`src/rtl/sipo_deframer_pkg.sv`:
```
// Shared constants for the SIPO deframer and its matching PISO serializer:
// bit-order encodings and the output-stage state type.
package sipo_deframer_pkg;

    localparam bit ORDER_MSB_FIRST = 1'b1;
    localparam bit ORDER_LSB_FIRST = 1'b0;

    typedef enum logic {
        ST_EMPTY = 1'b0,
        ST_FULL  = 1'b1
    } out_state_e;

endpackage

```
`src/rtl/sipo_deframer_if.sv`:
```
// Serial-in / word-out bundle. The master drives the serial bits and the
// consumer controls; the slave is the deframer.
interface sipo_deframer_if #(
    parameter int WIDTH = 10
);
    localparam int CNT_W = $clog2(WIDTH + 1);

    // Handshake: a word transfers on every rising edge where word_valid and
    // word_ready are both 1; data_out is held stable while word_valid is 1.
    logic             bit_valid;
    logic             data_in;
    logic             frame_start;
    logic             word_ready;
    logic             clr_overrun;
    logic [WIDTH-1:0] data_out;
    logic             word_valid;
    logic             overrun;
    logic [CNT_W-1:0] bit_count;

    modport master (
        output bit_valid, data_in, frame_start, word_ready, clr_overrun,
        input  data_out, word_valid, overrun, bit_count
    );

    modport slave (
        input  bit_valid, data_in, frame_start, word_ready, clr_overrun,
        output data_out, word_valid, overrun, bit_count
    );
endinterface

```
`src/rtl/sipo_shift_core.sv`:
```
// Shift register and bit counter: assembles WIDTH qualified bits and emits a
// one-cycle completion pulse alongside the finished word.
module sipo_shift_core
    import sipo_deframer_pkg::*;
#(
    parameter int WIDTH     = 10,
    parameter bit MSB_FIRST = ORDER_MSB_FIRST,
    parameter int CNT_W     = $clog2(WIDTH + 1)
) (
    input  logic             clk,
    input  logic             reset,
    input  logic             i_bit_valid,
    input  logic             i_data_in,
    input  logic             i_frame_start,
    output logic [WIDTH-1:0] o_word,
    output logic             o_done,
    output logic [CNT_W-1:0] o_bit_count
);
    localparam logic [CNT_W-1:0] LAST_IDX = CNT_W'(WIDTH - 1);

    logic [WIDTH-1:0] r_shift;
    logic [CNT_W-1:0] r_count;
    logic [WIDTH-1:0] w_shifted;
    logic [WIDTH-1:0] w_first;

    always_comb begin
        if (MSB_FIRST == ORDER_MSB_FIRST) begin
            w_shifted = {r_shift[WIDTH-2:0], i_data_in};
            w_first   = {{(WIDTH-1){1'b0}}, i_data_in};
        end else begin
            w_shifted = {i_data_in, r_shift[WIDTH-1:1]};
            w_first   = {i_data_in, {(WIDTH-1){1'b0}}};
        end
    end

    // frame_start suppresses completion even on what would be the last bit.
    assign o_done      = i_bit_valid && !i_frame_start && (r_count == LAST_IDX);
    assign o_word      = w_shifted;
    assign o_bit_count = r_count;

    always_ff @(posedge clk or negedge reset) begin
        if (!reset) begin
            r_shift <= '0;
            r_count <= '0;
        end else if (i_frame_start) begin
            if (i_bit_valid) begin
                r_shift <= w_first;
                r_count <= CNT_W'(1);
            end else begin
                r_count <= '0;
            end
        end else if (i_bit_valid) begin
            r_shift <= w_shifted;
            r_count <= o_done ? '0 : r_count + CNT_W'(1);
        end
    end

endmodule

```
`src/rtl/sipo_deframer.sv`:
```
// Serial deframer top: shift core plus a held output word with valid/ready
// handshake and a sticky overrun flag for words that found the output full.
module sipo_deframer
    import sipo_deframer_pkg::*;
#(
    parameter int WIDTH     = 10,
    parameter bit MSB_FIRST = ORDER_MSB_FIRST
) (
    input  logic            clk,
    input  logic            reset,
    sipo_deframer_if.slave  bus
);
    localparam int CNT_W = $clog2(WIDTH + 1);

    logic [WIDTH-1:0] w_word;
    logic             w_done;
    logic [CNT_W-1:0] w_bit_count;

    out_state_e       r_state;
    out_state_e       w_next_state;
    logic [WIDTH-1:0] r_data_out;
    logic             r_overrun;
    logic             w_load;
    logic             w_drop;

    sipo_shift_core #(
        .WIDTH     (WIDTH),
        .MSB_FIRST (MSB_FIRST),
        .CNT_W     (CNT_W)
    ) u_core (
        .clk           (clk),
        .reset         (reset),
        .i_bit_valid   (bus.bit_valid),
        .i_data_in     (bus.data_in),
        .i_frame_start (bus.frame_start),
        .o_word        (w_word),
        .o_done        (w_done),
        .o_bit_count   (w_bit_count)
    );

    always_ff @(posedge clk or negedge reset) begin
        if (!reset) begin
            r_state    <= ST_EMPTY;
            r_data_out <= '0;
            r_overrun  <= 1'b0;
        end else begin
            r_state <= w_next_state;
            if (w_load) begin
                r_data_out <= w_word;
            end
            if (w_drop) begin
                r_overrun <= 1'b1;
            end else if (bus.clr_overrun) begin
                r_overrun <= 1'b0;
            end
        end
    end

    // A completing word replaces the held one only if the held one is being
    // consumed on the same edge; otherwise it is dropped.
    always_comb begin
        w_next_state = r_state;
        w_load       = 1'b0;
        w_drop       = 1'b0;
        case (r_state)
            ST_EMPTY: begin
                if (w_done) begin
                    w_load       = 1'b1;
                    w_next_state = ST_FULL;
                end
            end
            ST_FULL: begin
                if (w_done) begin
                    if (bus.word_ready) begin
                        w_load = 1'b1;
                    end else begin
                        w_drop = 1'b1;
                    end
                end else if (bus.word_ready) begin
                    w_next_state = ST_EMPTY;
                end
            end
            default: w_next_state = ST_EMPTY;
        endcase
    end

    assign bus.data_out   = r_data_out;
    assign bus.word_valid = (r_state == ST_FULL);
    assign bus.overrun    = r_overrun;
    assign bus.bit_count  = w_bit_count;

endmodule
```
`src/flat_wrapper.sv`:
```
// flat-port wrapper written by rule: the top's interface ports become plain ports
module sipo_deframer_flat import sipo_deframer_pkg::*;
#(
    parameter int WIDTH     = 10,
    parameter bit MSB_FIRST = ORDER_MSB_FIRST
)
  (clk, reset, bus_bit_valid, bus_data_in, bus_frame_start, bus_word_ready, bus_clr_overrun, bus_data_out, bus_word_valid, bus_overrun, bus_bit_count);
  sipo_deframer_if #(.WIDTH(WIDTH)) bus_i ();
  input  logic clk;
  input  logic reset;
  input wire logic [$bits(bus_i.bit_valid)-1:0] bus_bit_valid;
  input wire logic [$bits(bus_i.data_in)-1:0] bus_data_in;
  input wire logic [$bits(bus_i.frame_start)-1:0] bus_frame_start;
  input wire logic [$bits(bus_i.word_ready)-1:0] bus_word_ready;
  input wire logic [$bits(bus_i.clr_overrun)-1:0] bus_clr_overrun;
  output wire logic [$bits(bus_i.data_out)-1:0] bus_data_out;
  output wire logic [$bits(bus_i.word_valid)-1:0] bus_word_valid;
  output wire logic [$bits(bus_i.overrun)-1:0] bus_overrun;
  output wire logic [$bits(bus_i.bit_count)-1:0] bus_bit_count;
  assign bus_i.bit_valid = bus_bit_valid;
  assign bus_i.data_in = bus_data_in;
  assign bus_i.frame_start = bus_frame_start;
  assign bus_i.word_ready = bus_word_ready;
  assign bus_i.clr_overrun = bus_clr_overrun;
  assign bus_data_out = bus_i.data_out;
  assign bus_word_valid = bus_i.word_valid;
  assign bus_overrun = bus_i.overrun;
  assign bus_bit_count = bus_i.bit_count;
  sipo_deframer #(.WIDTH(WIDTH), .MSB_FIRST(MSB_FIRST)) u_core (.clk(clk), .reset(reset), .bus(bus_i));
endmodule
```
`config.mk`:
```
export PLATFORM = sky130hd
export DESIGN_NAME = sipo_deframer_flat
export DESIGN_NICKNAME = d
export VERILOG_FILES = /design/src/rtl/sipo_deframer_pkg.sv /design/src/rtl/sipo_deframer_if.sv /design/src/rtl/sipo_shift_core.sv /design/src/rtl/sipo_deframer.sv /design/src/flat_wrapper.sv
export SDC_FILE = /design/constraint.sdc
export NUM_CORES = 1
export LEC_CHECK = 0
export ABC_AREA = 1
export BUFFER_PORTS_ARGS = -buffer_cell sky130_fd_sc_hd__buf_2
export CAP_MARGIN = 0
export CORE_MARGIN = 2
export CORE_UTILIZATION = 52
export DETAILED_ROUTE_END_ITERATION = 10
export GPL_ROUTABILITY_DRIVEN = 0
export GPL_TIMING_DRIVEN = 0
export PLACE_DENSITY = 0.77
export SETUP_SLACK_MARGIN = 0.15
export SLEW_MARGIN = 15
export SYNTH_ARGS = -nofsm -noshare
export SYNTH_HDL_FRONTEND = slang
export SYNTH_SLANG_ARGS = --single-unit
```
`constraint.sdc`:
```
create_clock -name clk -period 1.8 [get_ports clk]
set_clock_uncertainty 0.05 [all_clocks]
set_input_delay 0.09 -clock clk [delete_from_list [all_inputs] [get_ports clk]]
set_output_delay 0.09 -clock clk [all_outputs]
set_load 0.05 [all_outputs]
```
==> report_table.html <==
<table>
<tr><th>Metric</th><th>Value</th></tr>
<tr><th colspan="2">CTS</th></tr>
<tr><td>CTS H-tree depth</td><td>1</td></tr>
<tr><td>Setup Fix Bufs, Post-CTS</td><td>0</td></tr>
<tr><td>Clock root buffer</td><td>clkbuf_4</td></tr>
<tr><td>Number of clock buffers inserted by TritonCTS</td><td>3</td></tr>
<tr><td>Clock input transition at the sequential cells of the worst setup and hold paths</td><td>120 ps</td></tr>
<tr><td>Quantity of gates resized following cts</td><td>0</td></tr>
<tr><td>Bufs on Longest Clock Path</td><td>2</td></tr>
<tr><td>TritonCTS clock tree</td><td>yes</td></tr>
<tr><td>Clk Latency, worst-skew pair</td><td>310 ps</td></tr>
<tr><td>TritonCTS sink count</td><td>25</td></tr>
<tr><th colspan="2">Synthesis</th></tr>
<tr><td>FF+latch count, synth</td><td>25</td></tr>
<tr><td>Synthesized-area fraction occupied by and/or/nand/nor cells</td><td>0.2351</td></tr>
<tr><td>Fraction of synthesized cell area taken by the top area cell type</td><td>0.5734</td></tr>
<tr><td>Number of standard cells after synthesis</td><td>116</td></tr>
<tr><td>Avg Synthesized Cell Area</td><td>9.406 um^2</td></tr>
<tr><td>Top FF cell, synth</td><td>dfrtp_1</td></tr>
<tr><td>Most numerous cell types in the synthesized netlist</td><td>nand2_1 (31), dfrtp_1 (25), inv_1 (16)</td></tr>
<tr><td>Async S/R FF share, synth</td><td>1.000</td></tr>
<tr><td>Largest area contributor in the synthesized netlist</td><td>dfrtp_1</td></tr>
<tr><td>Compound-cell area share of the yosys netlist</td><td>0.06995</td></tr>
<tr><td>Multiplexer share of the synthesized area</td><td>0</td></tr>
<tr><td>Most frequently used cell type in the post-synthesis netlist</td><td>nand2_1</td></tr>
<tr><td>Combinational family with the most area after synthesis</td><td>simple AND/OR/NAND/NOR gates</td></tr>
<tr><td>Sequential-to-total area share from yosys stat</td><td>0.5734</td></tr>
<tr><td>Post-synthesis share of cell area spent on full adders, half adders and majority gates</td><td>0.02294</td></tr>
<tr><td>Ys Warns</td><td>0</td></tr>
<tr><td>Number of synthesized flops with an enable pin</td><td>0</td></tr>
<tr><td>Netlist cell types</td><td>21</td></tr>
<tr><td>Cell Area, Synth</td><td>0.001091 mm^2</td></tr>
<tr><td>Top post-synthesis cells by area</td><td>dfrtp_1 (57%), nand2_1 (11%), nand4_1 (6.3%), inv_1 (5.5%), o22ai_1 (5.2%)</td></tr>
<tr><td>Post-synth net total</td><td>125</td></tr>
<tr><td>Parity-gate share of the synthesized area counting xor and xnor cells</td><td>0.008028</td></tr>
<tr><th colspan="2">Worst setup path</th></tr>
<tr><td>Critical register-to-register path startpoint</td><td>u_core.u_core.o_bit_count[1]</td></tr>
<tr><td>Endpoint of the worst setup timing path</td><td>u_core.bus.data_out[2]</td></tr>
<tr><td>Endpoint of the lowest-slack register-to-register path</td><td>u_core.bus.data_out[2]</td></tr>
<tr><td>Largest stage delay on the critical path</td><td>450 ps</td></tr>
<tr><td>Series of cell instances along the critical path</td><td>inv_1 -&gt; ha_1 -&gt; nand2_2 -&gt; nor2_4 -&gt; nand3_4 -&gt; nand2_1 -&gt; nand2_1</td></tr>
<tr><td>Data arrival time at the worst-slack endpoint</td><td>1600 ps</td></tr>
<tr><td>Maximum fanout along the worst path</td><td>10</td></tr>
<tr><td>Critical Path Start Type</td><td>register</td></tr>
<tr><td>Most frequent cell on the critical path</td><td>nand2_1</td></tr>
<tr><td>CP max-delay cell</td><td>dfrtp_1</td></tr>
<tr><td>Path type of the worst setup path</td><td>reg2reg</td></tr>
<tr><td>Kind of end point of the critical path</td><td>register</td></tr>
<tr><td>Worst Path Required</td><td>1960 ps</td></tr>
<tr><td>FF-to-FF setup slack</td><td>360 ps</td></tr>
<tr><td>Beginning of the critical path</td><td>u_core.u_core.o_bit_count[1]</td></tr>
<tr><td>Cell depth of the worst flop-to-flop path</td><td>7</td></tr>
<tr><th colspan="2">Global route</th></tr>
<tr><td>Initial antenna violation count</td><td>0</td></tr>
<tr><td>Number of global-route vias before repair</td><td>759</td></tr>
<tr><td>Total congestion overflow</td><td>0</td></tr>
<tr><td>Total global routing track utilization</td><td>0.1713</td></tr>
<tr><td>First-pass GRT wire length</td><td>3.284 mm</td></tr>
<tr><td>Pin count of the biggest net entering global routing</td><td>26</td></tr>
<tr><th colspan="2">STA</th></tr>
<tr><td>Final Hold Slack</td><td>21.85 ps</td></tr>
<tr><td>Tightest slew margin relative to the limit</td><td>0.6402</td></tr>
<tr><td>Setup repair after global routing missed its margin</td><td>no</td></tr>
<tr><td>Highest attainable clock frequency</td><td>695.6 MHz</td></tr>
<tr><td>Final worst-path setup slack</td><td>362.4 ps</td></tr>
<tr><td>Final max-slew violation count</td><td>0</td></tr>
<tr><td>Final Setup Violations</td><td>0</td></tr>
<tr><td>Actual slew at the worst max-slew pin</td><td>539.7 ps</td></tr>
<tr><td>Hold violation count in the final report</td><td>0</td></tr>
<tr><td>Final critical-path required period</td><td>1438 ps</td></tr>
<tr><td>Sum Neg Setup Slack</td><td>0 ps</td></tr>
<tr><td>Fraction of the cycle the final worst path needs</td><td>0.7987</td></tr>
<tr><th colspan="2">Routing</th></tr>
<tr><td>DRC violation count after routing</td><td>0</td></tr>
<tr><td>Wire length per cell</td><td>11.15 um</td></tr>
<tr><td>Sum of routed wire length over all layers</td><td>1.918 mm</td></tr>
<tr><td>DRT antenna net count</td><td>0</td></tr>
<tr><td>Number of DRC markers in iteration 0</td><td>18</td></tr>
<tr><td>Via Count</td><td>851</td></tr>
<tr><td>Vias per std cell</td><td>4.948</td></tr>
<tr><td>Number of detailed-route iterations in the first pass</td><td>4</td></tr>
<tr><th colspan="2">Power and ir drop</th></tr>
<tr><td>Overall power of the completed layout</td><td>0.9376 mW</td></tr>
<tr><td>Power density relative to cell area</td><td>726.1 mW/mm^2</td></tr>
<tr><td>Worst-case vdd ir drop</td><td>428.6 uV</td></tr>
<tr><td>Leakage</td><td>0.7054 nW</td></tr>
<tr><th colspan="2">Hold path</th></tr>
<tr><td>Worst hold path class</td><td>in2reg</td></tr>
<tr><td>Hold Path Depth</td><td>4</td></tr>
<tr><th colspan="2">Place</th></tr>
<tr><td>Quantity of I/O buffers inserted on ports</td><td>22</td></tr>
<tr><td>Post-place setup slack</td><td>383.8 ps</td></tr>
<tr><td>Placed cells</td><td>165</td></tr>
<tr><th colspan="2">Die</th></tr>
<tr><td>DIE AREA</td><td>0.002481 mm^2</td></tr>
<tr><td>Number of top-level pins</td><td>23</td></tr>
<tr><td>Horizontal extent of the die</td><td>49.81 um</td></tr>
<tr><td>Total number of placement rows</td><td>16</td></tr>
<tr><td>Area of the core region</td><td>0.001962 mm^2</td></tr>
<tr><td>Height of the die</td><td>49.81 um</td></tr>
<tr><td>Starting density of the core</td><td>0.5561</td></tr>
<tr><th colspan="2">Finish</th></tr>
<tr><td>Final net count</td><td>155</td></tr>
<tr><td>Antenna diode count</td><td>0</td></tr>
<tr><td>Post-Layout Cell Count</td><td>172</td></tr>
<tr><td>Synthesis-to-finish area growth</td><td>18.35%</td></tr>
<tr><td>Fraction of layout cells with a size suffix above 1</td><td>0.2345</td></tr>
<tr><th colspan="2">Outcome</th></tr>
<tr><td>Status</td><td>finished clean</td></tr>
<tr><th colspan="2">Flow run</th></tr>
<tr><td>Max Cap Viol</td><td>0</td></tr>
</table>
-- layout make-up --
type,instances,area [um^2]
Fill cell,187,670.6
Sequential cell,25,625.6
Multi-Input combinational cell,69,366.6
Timing Repair Buffer,25,140.1
Inverter,17,63.81
Buffer,5,35.03
Tap cell,27,33.78
Clock buffer,4,26.28
-- registers in the layout, summed over array words and instances, names as in the netlist --
name and cells:
u_core.u_core.o_bit_count 4, u_core.u_core.r_shift 9, u_core.bus.data_out 10, u_core.bus.word_valid 1, u_core.bus.overrun 1
-- placed cells by master, fill, tap and decap left out, drive strengths merged --
cell type,instances
nand3,4
nand4,11
buf,25
dfrtp,25
nor2,5
clkbuf,6
o21ai,3
dlygate4sd3,3
xnor2,1
o22ai,9
a21oi,1
nand2,33
inv,17
ha,2
-- kinds of logic after synthesis --
group                    count (synthesis)
flip-flops                              25
AND/OR/NAND/NOR                         53
XOR/XNOR                                 1
buffers and inverters                   22
adder cells (fa/ha/maj)                  2
AO/OA/AOI/OAI                           13
-- power breakdown --
part	internal [mW]	switching [mW]	leakage [nW]
clock network	0.0865	0.154	0.0150
logic	0.0333	0.0718	0.348
registers	0.576	0.0160	0.343
total	0.696	0.242	0.705
-- worst min path at each step --
| stage | from | to |
|---|---|---|
| finish | bus_frame_start | u_core.u_core.o_bit_count[1] |
| global route | bus_frame_start | u_core.u_core.o_bit_count[0] |
| CTS | bus_frame_start | u_core.u_core.o_bit_count[1] |
| detailed placement | reset | u_core.bus.data_out[9] |
| global placement | reset | u_core.bus.overrun |
| floorplan | reset | u_core.bus.data_out[0] |
-- metrics by stage --
stage          utilization  area [um^2]
3_5_place_dp        0.6295         1235
6_report            0.6582         1291
3_3_place_gp        0.6295         1235
5_1_grt             0.6582         1291
2_1_floorplan            -         1091
4_1_cts             0.6582         1291
-- metal layers --
layer / wire length [um] / track usage
met5: 0 / 0
met4: 17 / 0.05556
met3: 72 / 0.01818
met2: 883 / 0.2711
met1: 945 / 0.2475
-- critical path, delay by kind of cell (launching register included) --
kind                     cells  cell delay, ps
adder cells (fa/ha/maj)      1             190
buffers and inverters        1              90
flip-flops                   1             450
AND/OR/NAND/NOR              5             560
-- what timing repair did --
item | 4_1_cts | 5_1_grt
hold buffers | 3 | 0
hold endpoints to repair | 28 | 0
setup endpoints to repair | 0 | 0
No activity file was read; power rests on OpenSTA's default activity.
